`src/rtl/mux4_rr_arbiter_if.sv`:
```
// Handshake bundle between the four request sources and the round-robin
// arbiter that drives the 4-to-1 mux select.
interface mux4_rr_arbiter_if;
   logic [3:0] req;
   logic       done;
   logic [3:0] grant;
   logic [1:0] sel;
   logic       busy;
   logic       timeout;

   // Sources / datapath side: drives requests and completion, sees the grant.
   modport master (
      output req,
      output done,
      input  grant,
      input  sel,
      input  busy,
      input  timeout
   );

   // Arbiter side.
   modport slave (
      input  req,
      input  done,
      output grant,
      output sel,
      output busy,
      output timeout
   );
endinterface

```
`src/rtl/mux4_rr_arbiter.sv`:
```
// Round-robin arbiter for four sources feeding a 4-to-1 mux. Grants one
// source at a time, holds the grant until done, request withdrawal or the
// hold limit, and exports a registered one-hot grant, mux select, busy flag
// and a one-cycle timeout pulse. All outputs come straight from registers.
module mux4_rr_arbiter #(
   parameter int HOLD_MAX = 15
) (
   input  logic            clk,
   input  logic            rst_n,
   mux4_rr_arbiter_if.slave bus
);

   // Last legal counter value; reaching it on a sampling edge forces release.
   localparam logic [7:0] CNT_LAST = 8'(HOLD_MAX - 1);

   typedef enum logic {
      IDLE  = 1'b0,
      GRANT = 1'b1
   } state_t;

   state_t     state_reg, state_next;
   logic [1:0] ptr_reg, ptr_next;
   logic [7:0] cnt_reg, cnt_next;
   logic [3:0] grant_reg, grant_next;
   logic [1:0] sel_reg, sel_next;
   logic       busy_reg, busy_next;
   logic       timeout_reg, timeout_next;

   // Requests rotated so that position 0 is the source the pointer favours.
   logic [3:0] rot_req;
   logic       pick_valid;
   logic [1:0] pick_idx;

   // Release conditions for the current owner (owner index lives in sel_reg).
   logic owner_req;
   logic hold_expired;
   logic release_now;

   genvar gi;
   generate
      for (gi = 0; gi < 4; gi++) begin : g_rot
         assign rot_req[gi] = bus.req[ptr_reg + 2'(gi)];
      end
   endgenerate

   // First requester at or after the pointer, wrapping modulo 4.
   always_comb begin
      pick_valid = |rot_req;
      pick_idx   = ptr_reg;
      for (int k = 3; k >= 0; k--) begin
         if (rot_req[k]) begin
            pick_idx = ptr_reg + 2'(k);
         end
      end
   end

   assign owner_req    = bus.req[sel_reg];
   assign hold_expired = (cnt_reg == CNT_LAST);
   assign release_now  = bus.done | ~owner_req | hold_expired;

   // State register together with the registered outputs; async active-low reset.
   always_ff @(posedge clk or negedge rst_n) begin
      if (!rst_n) begin
         state_reg   <= IDLE;
         ptr_reg     <= 2'd0;
         cnt_reg     <= 8'd0;
         grant_reg   <= 4'b0000;
         sel_reg     <= 2'd0;
         busy_reg    <= 1'b0;
         timeout_reg <= 1'b0;
      end else begin
         state_reg   <= state_next;
         ptr_reg     <= ptr_next;
         cnt_reg     <= cnt_next;
         grant_reg   <= grant_next;
         sel_reg     <= sel_next;
         busy_reg    <= busy_next;
         timeout_reg <= timeout_next;
      end
   end

   // Next-state logic: state, fairness pointer and hold counter.
   always_comb begin
      state_next = state_reg;
      ptr_next   = ptr_reg;
      cnt_next   = cnt_reg;
      case (state_reg)
         IDLE: begin
            if (pick_valid) begin
               state_next = GRANT;
               cnt_next   = 8'd0;
            end
         end
         GRANT: begin
            if (release_now) begin
               state_next = IDLE;
               ptr_next   = sel_reg + 2'd1;
               cnt_next   = 8'd0;
            end else begin
               cnt_next = cnt_reg + 8'd1;
            end
         end
         default: begin
            state_next = IDLE;
         end
      endcase
   end

   // Output logic: next values of the registered grant/sel/busy/timeout.
   always_comb begin
      grant_next   = grant_reg;
      sel_next     = sel_reg;
      busy_next    = busy_reg;
      timeout_next = 1'b0;
      case (state_reg)
         IDLE: begin
            if (pick_valid) begin
               grant_next = 4'b0001 << pick_idx;
               sel_next   = pick_idx;
               busy_next  = 1'b1;
            end
         end
         GRANT: begin
            if (release_now) begin
               grant_next   = 4'b0000;
               busy_next    = 1'b0;
               // Pulse only when the hold limit alone forced the release.
               timeout_next = hold_expired & ~bus.done & owner_req;
            end
         end
         default: begin
            grant_next = 4'b0000;
            busy_next  = 1'b0;
         end
      endcase
   end

   assign bus.grant   = grant_reg;
   assign bus.sel     = sel_reg;
   assign bus.busy    = busy_reg;
   assign bus.timeout = timeout_reg;

endmodule

```
`src/flat_wrapper.sv`:
```
// flat-port wrapper written by rule: the top's interface ports become plain ports
module mux4_rr_arbiter_flat 
#(
   parameter int HOLD_MAX = 15
)
  (clk, rst_n, bus_req, bus_done, bus_grant, bus_sel, bus_busy, bus_timeout);
  mux4_rr_arbiter_if bus_i ();
  input  logic clk;
  input  logic rst_n;
  input wire logic [$bits(bus_i.req)-1:0] bus_req;
  input wire logic [$bits(bus_i.done)-1:0] bus_done;
  output wire logic [$bits(bus_i.grant)-1:0] bus_grant;
  output wire logic [$bits(bus_i.sel)-1:0] bus_sel;
  output wire logic [$bits(bus_i.busy)-1:0] bus_busy;
  output wire logic [$bits(bus_i.timeout)-1:0] bus_timeout;
  assign bus_i.req = bus_req;
  assign bus_i.done = bus_done;
  assign bus_grant = bus_i.grant;
  assign bus_sel = bus_i.sel;
  assign bus_busy = bus_i.busy;
  assign bus_timeout = bus_i.timeout;
  mux4_rr_arbiter #(.HOLD_MAX(HOLD_MAX)) u_core (.clk(clk), .rst_n(rst_n), .bus(bus_i));
endmodule
```
`config.mk`:
```
export PLATFORM = sky130hd
export DESIGN_NAME = mux4_rr_arbiter_flat
export DESIGN_NICKNAME = d
export VERILOG_FILES = /design/src/rtl/mux4_rr_arbiter_if.sv /design/src/rtl/mux4_rr_arbiter.sv /design/src/flat_wrapper.sv
export SDC_FILE = /design/constraint.sdc
export NUM_CORES = 1
export LEC_CHECK = 0
export CAP_MARGIN = 25
export CORE_ASPECT_RATIO = 1.2
export CORE_MARGIN = 2
export CORE_UTILIZATION = 56
export CTS_CLUSTER_DIAMETER = 100
export DETAILED_ROUTE_END_ITERATION = 6
export PLACE_DENSITY = 0.87
export SLEW_MARGIN = 20
export SYNTH_ARGS = -nofsm -noshare
export SYNTH_HDL_FRONTEND = slang
export SYNTH_SLANG_ARGS = --single-unit
```
`constraint.sdc`:
```
create_clock -name clk -period 2.9 [get_ports clk]
set_input_delay 0.58 -clock clk [delete_from_list [all_inputs] [get_ports clk]]
set_output_delay 0.58 -clock clk [all_outputs]
set_load 0.01 [all_outputs]
```
=== After elaboration in Yosys (flattened, before gate mapping) ===
Index checks and enable logic that the tools add are counted.

* $add $sub $neg: 5
* Multiply operators: 0
* Divide/modulo/power cells: 0
* Order comparisons: 5
* Equality and inequality tests: 3
* Shift operators: 1
* Mux-type cells: 28
* Bitwise operators: 7
* Reductions and logical operators: 4

{| class="wikitable"
|+ Operators by type and width
! kind !! number
|-
| 8-bit 2-to-1 mux || 2
|-
| 8-bit case mux with 2 select lines || 1
|-
| 2-bit by 3-bit < comparator with 1-bit output (second input constant) || 5
|-
| 1-bit 2-to-1 mux || 11
|-
| 1-bit binary-select mux with 2-bit select || 5
|-
| 8-bit by 1-bit adder with 8-bit output (second input constant) || 1
|-
| 8-bit by 4-bit equality test with 1-bit output (second input constant) || 1
|-
| 2-bit 2-to-1 mux || 4
|-
| 4-bit 2-to-1 mux || 2
|-
| 4-bit case mux with 2 select lines || 1
|-
| 2-bit AND reduction || 3
|-
| 2-bit by 1-bit adder with 2-bit output (second input constant) || 2
|-
| 2-bit adder (second input constant) || 2
|-
| 1-bit case mux with 2 select lines || 2
|-
| 4-bit OR reduction || 1
|-
| 1-bit by 2-bit << shifter with 4-bit output (first input constant) || 1
|-
| 1-bit NOT || 3
|-
| 1-bit bitwise AND || 2
|-
| 2-bit by 1-bit != test with 1-bit output (second input constant) || 1
|-
| 2-bit != test (second input constant) || 1
|-
| 1-bit bitwise OR || 2
|}

* Flip-flop bits (word level): 19
* Bits in latches: 0
* RAM bits: 0
* ROM bits: 0
* Input bits: 7
* Logic and storage cells: 60
* Memories: 0

=== Logic depth before layout (Yosys ltp) ===
* Depth after elaboration: 10
* Gate-level depth with buffers: 7
* Gate-level depth less buffers: 6

=== Least setup slack after synthesis ===
No wires, ideal clock.

* Path kind: register -> register
* From: reg u_core.cnt_reg[0]
* To: reg u_core.ptr_reg[1]
* Setup time: 0.125 ns
* Arrival time: 1.675 ns
* Slack: 1.100 ns
* Stages on the path, launching flop included: 7
* Cell sequence: dfrtp_1 > inv_1 > ha_1 > nand4b_1 > or4_4 > a21oi_4 > mux2_4

* Cells in the longest elaborated chain, start to end: 3

{| class="wikitable"
|+ RTL lines
! element !! line !! source
|-
| from (decl) || mux4_rr_arbiter.sv:23 || <nowiki>logic [7:0] cnt_reg, cnt_next;</nowiki>
|-
| from (signal assigned) || mux4_rr_arbiter.sv:74 || <nowiki>cnt_reg <= cnt_next;</nowiki>
|-
| 8-bit by 4-bit equality test with 1-bit output || mux4_rr_arbiter.sv:58 || <nowiki>assign hold_expired = (cnt_reg == CNT_LAST);</nowiki>
|-
| 1-bit bitwise OR || mux4_rr_arbiter.sv:59 || <nowiki>assign release_now = bus.done | ~owner_req | hold_expired;</nowiki>
|-
| 2-bit AND reduction (no source line) || - ||
|-
| to (signal assigned) || mux4_rr_arbiter.sv:73 || <nowiki>ptr_reg <= ptr_next;</nowiki>
|-
| to (decl) || mux4_rr_arbiter.sv:22 || <nowiki>logic [1:0] ptr_reg, ptr_next;</nowiki>
|}

No other way between the ends.
A chain may end at the register's enable or synchronous reset.

=== Worst setup path after layout ===
* From: in bus_req[3]
* To: reg u_core.ptr_reg[1]

* Cells in the longest elaborated chain, start to end: 6

{| class="wikitable"
|+ RTL lines
! element !! line !! source
|-
| from (decl) || flat_wrapper.sv:10 || <nowiki>input wire logic [$bits(bus_i.req)-1:0] bus_req;</nowiki>
|-
| 1-bit binary-select mux with 2-bit select || mux4_rr_arbiter.sv:57 || <nowiki>assign owner_req = bus.req[sel_reg];</nowiki>
|-
| 1-bit 2-to-1 mux (implied by the code) || mux4_rr_arbiter.sv:57 ||
|-
| 1-bit NOT || mux4_rr_arbiter.sv:59 ||
|-
| 1-bit bitwise OR (2 in series) || mux4_rr_arbiter.sv:59 ||
|-
| 2-bit AND reduction (no source line) || - ||
|}

No other way between the ends. The select of a mux whose other input is x is not followed.

==> impl_metrics.tcl <==
set metrics [dict create \
    status "finished, final reports clean" \
    worst-setup-path-type "in -> reg" \
    ys_seq_elements 19 \
    min_to "u_core.bus.grant[0]$_DFFE_PN0P_" \
    switchingPower_uw 410 \
    holdWs_ns 0.550 \
    fillers 147 \
    synth_area_leader_cell "dfrtp_1" \
    required_ns 3.09 \
    reg2reg_from "u_core.cnt_reg[0]$_DFFE_PN0P_" \
    critPathCaptureType "flop" \
    rrSetupSlack_ns 0.97 \
    cts_root_buf "clkbuf_4" \
    synth_most_common_cell "dfrtp_1" \
    core_um2 1810 \
    timing.final.crit_period_ns 2.07 \
    clk_latency_ns 0.31 \
    clock-sinks 19 \
    cell_internal_pwr_uw 629 \
    drt-total-wl_um 2270 \
    dieArea_um2 2250 \
    grt_pass1_wl_um 3710 \
    syn_avg_cell_area_um2 9.67 \
    place_inst 138 \
    p_leak_uw 0.000498 \
    fin_skew_ns 0.00972 \
    area_delta_synth_final_pct 16.5 \
    power.switching_fraction_pct 39.4 \
    wl_per_cell_um 16.0 \
    max_slew_margin_pct 44.1 \
    synth_nets 118 \
    finalHoldViolCount 0 \
    clockBufferDepth 2 \
    cp_max_fo 12 \
    antenna_cells 0 \
    cts_hold_buffers 0 \
    power_density_nw_per_um2 847 \
    htreeDepth 1 \
    maxCapViolCount 0 \
    hold_start "u_core.bus.grant[0]$_DFFE_PN0P_" \
    drc 0 \
    ys_seq_area_share_pct 45.1 \
    grt_max_degree 20 \
    initial_core_util_pct 58.3 \
    row_count 17 \
    dpl.hpwl_um 1670 \
    tightest_slew_ns 0.835 \
    rsz0062_at_grt "false" \
    via_per_inst 6.32 \
    maxSlewViolCount 0 \
    finalSetupTns_ns 0 \
    syn_area_um2 1050 \
    first_pass_iters 4 \
    place.gp.congestion 0.883 \
    cts_tree "yes" \
    synth_common_cells "dfrtp_1, nand2_1, a31oi_1, o21ai_0, o22ai_1" \
    ant_nets 0 \
    ys.flop_type "dfrtp_1" \
    synth_enable_flop_cells 0 \
    power_frac_clock_pct 13.2 \
    hold_depth 2 \
    startpoint_type "input pin" \
    max_freq_mhz 482 \
    drt_iter0_markers 22 \
    grt_use_total_pct 22.1 \
    numCtsBuffers 3 \
    yosysUniqueCellTypes 39 \
    ios 15 \
    path_clk_slew_ns 0.10 \
    synthCells 109 \
    synth_top_area_share_pct 45.1 \
    ys_warn_count 0 \
    grt_pass1_vias 857 \
    fin_crit_sh_pct 71.5 \
    synth_area_leaders "dfrtp_1, nand2_1, mux2i_1" \
    r2r_cells 6 \
    post_cts_resized 0 \
    antenna_found_initial 0 \
    fin_nets 133 \
    cp.arrival_ns 2.27 \
    num_vias 898 \
    ir_worst_vdd_mv 0.424 \
    setup_violations 0 \
    share_seq_of_total_power_pct 41.1 \
    timing.rr.end "u_core.ptr_reg[1]$_DFFE_PN0P_" \
    die_h_um 51.5 \
    die_w_um 43.6 \
    post_cts_buffers 0 \
    drive_gt1_share_pct 10.6 \
    final_cells 142 \
    p_comb_share_pct 45.7 \
    synth-async-reset-ratio_pct 100 \
    hp-class "reg -> reg" \
    grt-ovfl-total 0 \
    portBuffers 14 \
    largest_reg_flops 8 \
]
## metal layers
layer	part of all wire [%]	GRT usage, %	vias up
li1	-	-	429
met2	51	37.3	25
met1	41	27.3	436
met5	0	0	-
met4	3.0	11.6	0
met3	4.3	2.43	8
## final cells by class
type | count | area, um2 | area share (%)
multi-input cells | 81 | 542 | 44.1
flip-flops and latches | 19 | 475 | 38.7
repair buffers | 14 | 140 | 11.4
well taps | 19 | 23.8 | 1.94
clock buffers | 3 | 22.5 | 1.83
inverters | 5 | 18.8 | 1.53
clock inverters | 1 | 5.00 | 0.408
## stage by stage
stage	util (%)	area, um2	power, uW	worst slack [ns]
finish	67.9	1230	1040	0.827
global route	67.9	1230	1100	0.679
CTS	67.9	1230	1040	0.854
detailed placement	66.4	1200	905	0.532
global placement	66.4	1200	888	0.599
floorplan	-	1050	730	1.10
## power by group through the flow
stage / combinational, uW / sequential, uW / clock, uW
after CTS: 475 / 425 / 139
after floorplan: 296 / 434 / 0
after detailed placement: 474 / 431 / 0
after global placement: 462 / 426 / 0
final: 475 / 427 / 137
after global routing: 521 / 436 / 147
## worst max path at each step
stage | from | to | depth (start not counted)
global placement | bus_req[3] | u_core.ptr_reg[1]$_DFFE_PN0P_ | 5
floorplan | u_core.cnt_reg[0]$_DFFE_PN0P_ | u_core.ptr_reg[1]$_DFFE_PN0P_ | 6
global route | bus_req[3] | u_core.cnt_reg[1]$_DFFE_PN0P_ | 5
CTS | bus_req[3] | u_core.ptr_reg[1]$_DFFE_PN0P_ | 5
finish | bus_req[3] | u_core.ptr_reg[1]$_DFFE_PN0P_ | 5
detailed placement | bus_req[3] | u_core.ptr_reg[1]$_DFFE_PN0P_ | 5
## kinds of logic after synthesis
| logic type | after synthesis | synth area share [%] |
|---|---|---|
| flops | 19 | 45.1 |
| fa+ha+maj | 2 | 2.37 |
| simple gates | 45 | 23.4 |
| mux | 5 | 5.23 |
| xor+xnor | 1 | 0.832 |
| buf+inv | 9 | 3.44 |
| compound gates | 28 | 19.6 |
## placed cells by master, fill, tap and decap left out, types with 3 or more instances in the layout
cell type	n
nor2b_1	3
o21ai_0	6
clkdlybuf4s50_1	14
a31oi_1	6
nand3_1	5
mux2i_1	4
nor2_1	3
inv_1	5
o22ai_1	6
dfrtp_1	19
clkbuf_4	3
nand2b_1	4
nand2_1	14
## worst max-delay path, cell delays in order
cell,delay (ns)
clkdlybuf4s50_1,0.59
mux2i_1,0.12
o22ai_2,0.48
a21oi_4,0.17
mux2_4,0.32
No activity file was read; power rests on OpenSTA's default activity.
